[config.mk]
export PLATFORM = sky130hd
export DESIGN_NAME = ps2_host_tx
export DESIGN_NICKNAME = d
export VERILOG_FILES = /design/src/rtl/ps2_host_tx.sv
export SDC_FILE = /design/constraint.sdc
export NUM_CORES = 1
export LEC_CHECK = 0
export ABC_AREA = 0
export BUFFER_PORTS_ARGS = -buffer_cell sky130_fd_sc_hd__buf_2
export CAP_MARGIN = 10
export CORE_ASPECT_RATIO = 1.2
export CORE_MARGIN = 10
export CORE_UTILIZATION = 50
export DETAILED_ROUTE_END_ITERATION = 8
export GPL_TIMING_DRIVEN = 0
export PLACE_DENSITY = 0.72
export SKIP_CTS_REPAIR_TIMING = 1
export SYNTH_ARGS = -nofsm -noshare
export SYNTH_HDL_FRONTEND = slang
export SYNTH_SLANG_ARGS = --single-unit
[constraint.sdc]
create_clock -name clk -period 2.4 [get_ports clk]
set_input_delay 0.48 -clock clk [delete_from_list [all_inputs] [get_ports clk]]
set_output_delay 0.48 -clock clk [all_outputs]
set_load 0.01 [all_outputs]
[src/rtl/ps2_host_tx.sv]
// PS/2 host-to-device command transmitter: inhibit, request-to-send, 11-bit clocked frame, ACK check.
// Optional watchdog on the device-clocked phase is enabled by defining PS2_TX_TIMEOUT_EN.
module ps2_host_tx #(
   parameter int INHIBIT_CYCLES = 12000,
   parameter int FILTER_LEN     = 8,
   parameter int TIMEOUT_CYCLES = 2000000
) (
   input  logic       clk,
   input  logic       reset,
   input  logic [7:0] tx_data,
   input  logic       tx_start,
   input  logic       ps2_clk_in,
   input  logic       ps2_data_in,
   output logic       ps2_clk_oe,
   output logic       ps2_data_oe,
   output logic       busy,
   output logic       done,
   output logic       err
);

   // One counter times the inhibit period and, when enabled, the watchdog, so it spans both.
   localparam int CNT_MAX = (INHIBIT_CYCLES > TIMEOUT_CYCLES) ? INHIBIT_CYCLES : TIMEOUT_CYCLES;
   localparam int CW      = $clog2(CNT_MAX + 1);
   localparam int FW      = $clog2(FILTER_LEN + 1);

   localparam logic [CW-1:0] INHIBIT_LAST = CW'(INHIBIT_CYCLES - 1);
   localparam logic [FW-1:0] FILTER_LAST  = FW'(FILTER_LEN - 1);
`ifdef PS2_TX_TIMEOUT_EN
   localparam logic [CW-1:0] TIMEOUT_LAST = CW'(TIMEOUT_CYCLES - 1);
`endif

   typedef enum logic [2:0] {
      IDLE,
      INHIBIT,
      REQ,
      XMIT,
      WAIT_IDLE,
      DONE
   } state_t;

   logic [1:0]    clk_sync;
   logic [1:0]    data_sync;
   logic          clk_filt;
   logic          clk_fall;
   logic [FW-1:0] filt_cnt;

   state_t        state;
   logic [CW-1:0] cnt;
   logic [3:0]    bit_cnt;
   logic [7:0]    shreg;
   logic          parity;

   // Pins idle high through the pull-ups, so the synchronizers and filter reset to 1.
   always_ff @(posedge clk) begin
      if (reset) begin
         clk_sync  <= 2'b11;
         data_sync <= 2'b11;
         clk_filt  <= 1'b1;
         filt_cnt  <= '0;
         clk_fall  <= 1'b0;
      end else begin
         // NOTE: non-blocking assignments let every register sample the previous-cycle values,
         // which is what makes the two-stage synchronizer two stages deep.
         clk_sync  <= {clk_sync[0], ps2_clk_in};
         data_sync <= {data_sync[0], ps2_data_in};
         clk_fall  <= 1'b0;
         if (clk_sync[1] == clk_filt) begin
            filt_cnt <= '0;
         end else if (filt_cnt == FILTER_LAST) begin
            clk_filt <= clk_sync[1];
            filt_cnt <= '0;
            clk_fall <= ~clk_sync[1];
         end else begin
            filt_cnt <= filt_cnt + 1'b1;
         end
      end
   end

   always_ff @(posedge clk) begin
      if (reset) begin
         state       <= IDLE;
         cnt         <= '0;
         bit_cnt     <= '0;
         shreg       <= '0;
         parity      <= 1'b0;
         ps2_clk_oe  <= 1'b0;
         ps2_data_oe <= 1'b0;
         busy        <= 1'b0;
         done        <= 1'b0;
         err         <= 1'b0;
      end else begin
         // NOTE: done defaults low every cycle, so any branch that raises it yields a single-cycle pulse.
         done <= 1'b0;
         case (state)
            IDLE: begin
               if (tx_start) begin
                  shreg      <= tx_data;
                  parity     <= ~^tx_data;
                  err        <= 1'b0;
                  busy       <= 1'b1;
                  ps2_clk_oe <= 1'b1;
                  cnt        <= '0;
                  state      <= INHIBIT;
               end
            end

            INHIBIT: begin
               if (cnt == INHIBIT_LAST) begin
                  ps2_data_oe <= 1'b1;
                  state       <= REQ;
               end else begin
                  cnt <= cnt + 1'b1;
               end
            end

            REQ: begin
               ps2_clk_oe <= 1'b0;
               cnt        <= '0;
               bit_cnt    <= '0;
               state      <= XMIT;
            end

            XMIT: begin
               // The device clocks the frame; the start bit stays on the wire until its first fall.
               if (clk_fall) begin
                  bit_cnt <= bit_cnt + 1'b1;
                  if (bit_cnt < 4'd8) begin
                     ps2_data_oe <= ~shreg[0];
                     shreg       <= {1'b0, shreg[7:1]};
                  end else if (bit_cnt == 4'd8) begin
                     ps2_data_oe <= ~parity;
                  end else if (bit_cnt == 4'd9) begin
                     ps2_data_oe <= 1'b0;
                  end else begin
                     err   <= data_sync[1];
                     state <= WAIT_IDLE;
                  end
               end
`ifdef PS2_TX_TIMEOUT_EN
               // A silent or stalled device aborts the frame; this overrides any fall handled above.
               cnt <= cnt + 1'b1;
               if (cnt == TIMEOUT_LAST) begin
                  ps2_clk_oe  <= 1'b0;
                  ps2_data_oe <= 1'b0;
                  err         <= 1'b1;
                  done        <= 1'b1;
                  busy        <= 1'b0;
                  state       <= DONE;
               end
`endif
            end

            WAIT_IDLE: begin
               if (clk_filt && data_sync[1]) begin
                  done  <= 1'b1;
                  busy  <= 1'b0;
                  state <= DONE;
               end
            end

            DONE: state <= IDLE;

            default: state <= IDLE;
         endcase
      end
   end

endmodule
== Word level (Yosys, flattened, before mapping) ==
Cells that the tools add are included.

* Latch bits: 0
* Logic and storage cells: 100
* ROM bits: 0
* Bits in writable memories: 0
* Memories kept: 0
* Register bits: 52

* $lt $le $gt $ge: 1
* Divide/modulo/power cells: 0
* Bitwise logic cells: 6
* Shifts and indexed selects: 0
* Equality and inequality tests: 19
* $add $sub $neg: 3
* Muxes and demuxes: 34
* Reductions and logical operators: 22
* Multipliers: 0

{| class="wikitable"
|+ Operators with widths
! cell !! count
|-
| $pmux 21 s3 || 1
|-
| $mux 21 || 2
|-
| $mux 8 || 3
|-
| $add 21x1->21 const B || 1
|-
| $eq 21x14->1 const B || 1
|-
| $mux 3 || 7
|-
| $ne 2x2->1 const B || 9
|-
| $pmux 8 s2 || 1
|-
| $pmux 3 s5 || 1
|-
| $mux 1 || 13
|-
| $reduce_bool 2->1 || 5
|-
| $add 4x1->4 const B || 2
|-
| $eq 4x4->1 const B || 2
|-
| $pmux 1 s2 || 4
|-
| $pmux 4 s2 || 1
|-
| $reduce_and 2->1 || 4
|-
| $reduce_and 4->1 || 2
|-
| $reduce_xnor 8->1 || 1
|-
| $reduce_and 7->1 || 1
|-
| $eq 3x2->1 const B || 2
|-
| $not 1->1 || 6
|-
| $reduce_and 3->1 || 2
|-
| $reduce_and 6->1 || 1
|-
| $reduce_or 3->1 || 2
|-
| other kinds (11) || 11
|}

== Longest topological paths before layout ==
* Word-level depth: 6
* Gate-level depth with buffers: 7
* Gate-level depth less buffers: 7

== Least setup slack after synthesis ==
OpenSTA, ideal clock, no wires.

* Kind: reg2reg
* From: register cnt[0]
* To: register cnt[18]
* Cell stages (with the launch flop): 7
* Library setup time: 0.120 ns
* Data required time: 2.280 ns
* Path slack: 0.612 ns
* Path buffers: 0
* Arrival time: 1.669 ns
* Clock period less this slack: 1.788 ns
* Cells stage by stage: dfxtp_1 ha_1 nand4_4 nor4_4 nand4_1 and3_1 a211o_1

* Cells in the longest elaborated chain, start to end: 3
* Elaborated cells between the ends (all ways): 6
* Classes of those cells: add/sub (1); eq/ne (2); mux (2); reduce/logical (1)

{| class="wikitable"
|+ Ends and longest elaborated chain
! element !! line !! RTL
|-
| from (decl) || 48 || <nowiki>logic [CW-1:0] cnt;</nowiki>
|-
| from (signal assigned) || 112 || <nowiki>cnt <= cnt + 1'b1;</nowiki>
|-
| $add 21x1->21 / $eq 21x14->1 (equally long branches) || 112, 108 ||
|-
| $mux 21 / $ne 2x2->1 (equally long branches) || n/a ||
|-
| $pmux 21 s3 / $reduce_and 3->1 (equally long branches) || n/a ||
|}

Several ways; a longest one is shown, not always the timed one. The select of a mux whose other input is x is not followed.
A chain may end at the register's enable or synchronous reset.

== Worst setup path after layout ==
* From: register cnt[0]
* To: register cnt[16]

The elaborated chain is that of the path after synthesis.

==> metrics.txt <==
# TYPE chip_impl_metric gauge
chip_impl_info{name="outcome",value="finished, final reports clean"} 1
chip_impl_metric{name="cts.path.max_buffers",unit=""} 2
chip_impl_info{name="critical_path.reg2reg.startpoint",value="cnt[0]"} 1
chip_impl_metric{name="vias",unit=""} 2368
chip_impl_info{name="yosysMostFrequentCell",value="dfxtp_1"} 1
chip_impl_metric{name="flow.area_growth_from_synthesis",unit="%"} 9.75
chip_impl_metric{name="fin_crit",unit="ns"} 2.02
chip_impl_metric{name="drt-vias-per-instance",unit=""} 5.91
chip_impl_metric{name="cellPowerDensity",unit="nW/um^2"} 552
chip_impl_metric{name="critical_path.n_buffers_inverters",unit=""} 0
chip_impl_metric{name="finClkSkew",unit="ns"} 0.00838
chip_impl_metric{name="max_slew.worst_pin.slew",unit="ns"} 0.740
chip_impl_metric{name="postSynthRegisterBits",unit=""} 52
chip_impl_metric{name="floorplan.die.height",unit="microns"} 99.1
chip_impl_metric{name="insertion_delay",unit="ns"} 0.30
chip_impl_metric{name="die_width",unit="microns"} 85.9
chip_impl_metric{name="drt-initial-drc-count",unit=""} 108
chip_impl_metric{name="combinational_power_share",unit="%"} 9.9
chip_impl_metric{name="syn-cell-area",unit="sq um"} 2610
chip_impl_metric{name="postRouteWirelength",unit="microns"} 5760
chip_impl_metric{name="grt_util_all_layers",unit="%"} 13.6
chip_impl_metric{name="sw_frac_of_total",unit="%"} 25.0
chip_impl_metric{name="cts_num_sinks",unit=""} 52
chip_impl_metric{name="ff2ff_setup_slack",unit="ns"} 0.38
chip_impl_metric{name="finish.net_count",unit=""} 358
chip_impl_metric{name="synthArstFlopShare",unit="%"} 0
chip_impl_metric{name="achievable-frequency",unit="MHz"} 496
chip_impl_metric{name="syn-mean-instance-area",unit="sq um"} 8.25
chip_impl_metric{name="cts-htree-levels",unit=""} 2
chip_impl_info{name="synth.area.top_cells",value="dfxtp_1, nand2_1, a21oi_1, nor2_1, nor3_1"} 1
chip_impl_info{name="post_synth_most_frequent_cells",value="dfxtp_1, nand2_1, nor2_1, a21oi_1, nor3_1"} 1
chip_impl_metric{name="worst-endpoint-arrival",unit="ns"} 2.26
chip_impl_info{name="origin_of_the_worst_setup_path",value="cnt[0]"} 1
chip_impl_metric{name="synth_fp_nets",unit=""} 334
chip_impl_metric{name="place.detailed.hpwl",unit="microns"} 4330
chip_impl_metric{name="fillerInstances",unit=""} 464
chip_impl_info{name="timing.critical_path.cells",value="ha_1 -> nand4_4 -> nor4_4 -> nand2_1 -> or4_1 -> a21oi_1"} 1
chip_impl_metric{name="antenna_found_initial",unit=""} 0
chip_impl_metric{name="drtAntennaViolNets",unit=""} 0
chip_impl_metric{name="routedWlPerCell",unit="microns"} 14.4
chip_impl_metric{name="number_of_buffers_created_by_cts",unit=""} 5
chip_impl_metric{name="worst-path-max-fanout",unit=""} 8
chip_impl_metric{name="finalMaxSlewViolations",unit=""} 0
chip_impl_metric{name="layout_worst_path_cycle_share",unit="%"} 84.0
chip_impl_metric{name="numPortBuffers",unit=""} 17
chip_impl_info{name="grt_setup_unrepaired",value="false"} 1
chip_impl_metric{name="core-area",unit="sq um"} 5010
chip_impl_metric{name="vdd_drop_max",unit="V"} 0.000377
chip_impl_info{name="ctsRootBufferMaster",value="clkbuf_8"} 1
chip_impl_metric{name="globalRouteOverflowTotal",unit=""} 0
chip_impl_metric{name="pwr-share-clk",unit="%"} 33.2
chip_impl_metric{name="fp.dieArea",unit="sq um"} 8510
chip_impl_metric{name="synth_enable_flop_cells",unit=""} 0
chip_impl_metric{name="pin_count_of_the_biggest_net_entering_global_routing",unit=""} 16
chip_impl_metric{name="first_global_vias",unit=""} 2320
chip_impl_metric{name="seq_area_frac_synth",unit="%"} 39.9
chip_impl_metric{name="gp_congestion",unit=""} 0.843
chip_impl_metric{name="n_antenna_cell",unit=""} 0
chip_impl_metric{name="drv.max_cap_violation_count",unit=""} 0
chip_impl_metric{name="firstDrtPassIters",unit=""} 4
chip_impl_metric{name="fin_util",unit="%"} 57.1
chip_impl_info{name="hp-class",value="in -> reg"} 1
chip_impl_metric{name="area_share_of_the_largest_cell_type_after_synthesis",unit="%"} 39.9
chip_impl_metric{name="clkTransAtPathRegs",unit="ns"} 0.09
chip_impl_metric{name="switching_power",unit="mW"} 0.394
chip_impl_metric{name="placement_rows",unit=""} 28
chip_impl_info{name="yosys_most_used_dff",value="dfxtp_1"} 1
chip_impl_metric{name="worst-endpoint-required",unit="ns"} 2.64
chip_impl_info{name="worst_setup_path_start_kind",value="register"} 1
chip_impl_metric{name="power.share.sequential",unit="%"} 56.9
chip_impl_metric{name="hold_viol",unit=""} 0
chip_impl_metric{name="synth_cells",unit=""} 316
chip_impl_metric{name="initial_utilization",unit="%"} 52.0
chip_impl_metric{name="setup_total_neg_slack",unit="ns"} 0
chip_impl_metric{name="grt_pass1_wl",unit="microns"} 10000
chip_impl_info{name="timing.critical_path.to_type",value="register"} 1
chip_impl_info{name="tritoncts",value="built"} 1
chip_impl_metric{name="postLayoutCellArea",unit="sq um"} 2860
chip_impl_metric{name="io_pins",unit=""} 18
chip_impl_metric{name="drc_violation_count_after_routing",unit=""} 0
chip_impl_info{name="synth_top_area_cell",value="dfxtp_1"} 1
chip_impl_metric{name="dpl-instance-area",unit="sq um"} 2770
chip_impl_info{name="hold_path_startpoint",value="ps2_clk_in"} 1
chip_impl_info{name="dominant_delay_contributor_by_cell_family_on_the_critical_path",value="simple AND/OR/NAND/NOR gates"} 1
chip_impl_metric{name="intPower",unit="mW"} 1.18
chip_impl_info{name="cell_type_of_the_slowest_stage_on_the_worst_timing_path",value="nor4_4"} 1
chip_impl_metric{name="power",unit="mW"} 1.58
chip_impl_info{name="setup.worst_path.class",value="reg -> reg"} 1
chip_impl_metric{name="layout_cells_sized_above_1",unit="%"} 12.0
chip_impl_metric{name="setup_viol",unit=""} 0
chip_impl_metric{name="cellLeakagePower",unit="nW"} 1.11
chip_impl_metric{name="relative_max_transition_margin",unit="%"} 50.5
chip_impl_metric{name="ys.warnings.count",unit=""} 0
chip_impl_metric{name="number_of_distinct_standard_cells_referenced_by_the_synthesized_netlist",unit=""} 55
chip_impl_metric{name="max_stage_delay",unit="ns"} 0.43
==> worst paths after layout <==
| check | end | cells after the start |
|---|---|---|
| max | cnt[16] | 6 |
| min | clk_sync[0] | 2 |
| max reg2reg | cnt[16] | 6 |
| min reg2reg | data_sync[1] | 1 |
==> layout by cell type (no fill, tap or decap), types with 6 or more instances in the layout <==
cell type   n
a21oi_1    27
nor3_1     16
clkbuf_1   10
dfxtp_1    52
a311oi_1    7
nand4_1     7
o21ai_0    11
clkbuf_8    6
and3_1      7
buf_2      22
inv_1       7
nand3_1    11
nand2_1    40
xnor2_1     9
nor2_1     30
==> power by group through the flow <==
stage,sequential [mW],clock [mW],combinational (mW)
floorplan,0.916,0,0.111
global placement,0.917,0,0.156
detailed placement,0.918,0,0.157
CTS,0.898,0.537,0.158
global route,0.901,0.567,0.178
finish,0.898,0.524,0.156
==> worst reg2reg max path, cell delays in order, from the launching register on <==
cell and delay (ns):
dfxtp_1 0.39, ha_1 0.31, nand4_4 0.17, nor4_4 0.43
nand2_1 0.10, or4_1 0.41, a21oi_1 0.14
==> metal layers <==
| metal | up-vias | wire length [microns] | global-route usage (%) |
|---|---|---|---|
| li1 | 1201 | - | - |
| met1 | 1119 | 2540 | 14.5 |
| met2 | 38 | 2980 | 25.3 |
| met3 | 10 | 149 | 3.02 |
| met4 | 0 | 89 | 4.44 |
| met5 | - | 0 | 0 |
==> cells by family (layout without fill, tap and decap cells) <==
kind of cell	after synthesis	in the layout	synth area share (%)
AOI/OAI and AO/OA	79	79	20.3
buffers and inverters	22	47	3.41
xor gates and xnor gates	10	10	3.36
muxes	2	2	0.768
DFF	52	52	39.9
adders and majority gates	5	5	2.40
and+or+nand+nor	146	146	29.8
==> registers in the layout, summed over array words and instances, names as in the netlist, 2 cells and up <==
register   count
cnt           21
shreg          8
bit_cnt        4
filt_cnt       4
state          3
clk_sync       2
data_sync      2
==> metrics by stage <==
stage	setup slack, ns	cells	hold WS [ns]
global placement	0.407	393	0.393
floorplan	0.612	316	0.389
finish	0.384	401	0.350
detailed placement	0.399	393	0.400
CTS	0.383	401	0.344
global route	0.210	401	0.353
==> layout make-up <==
class                           count  area (sq um)  share of cell area, %
Multi-Input combinational cell    242          1480                   51.6
Buffer                             15          62.6                   2.19
Timing Repair Buffer               17          85.1                   2.97
Clock inverter                      1          7.51                  0.262
Tap cell                           60          75.1                   2.62
Inverter                            7          26.3                  0.919
Sequential cell                    52          1040                   36.4
Clock buffer                        7          86.3                   3.02
No activity file was read; power rests on OpenSTA's default activity.
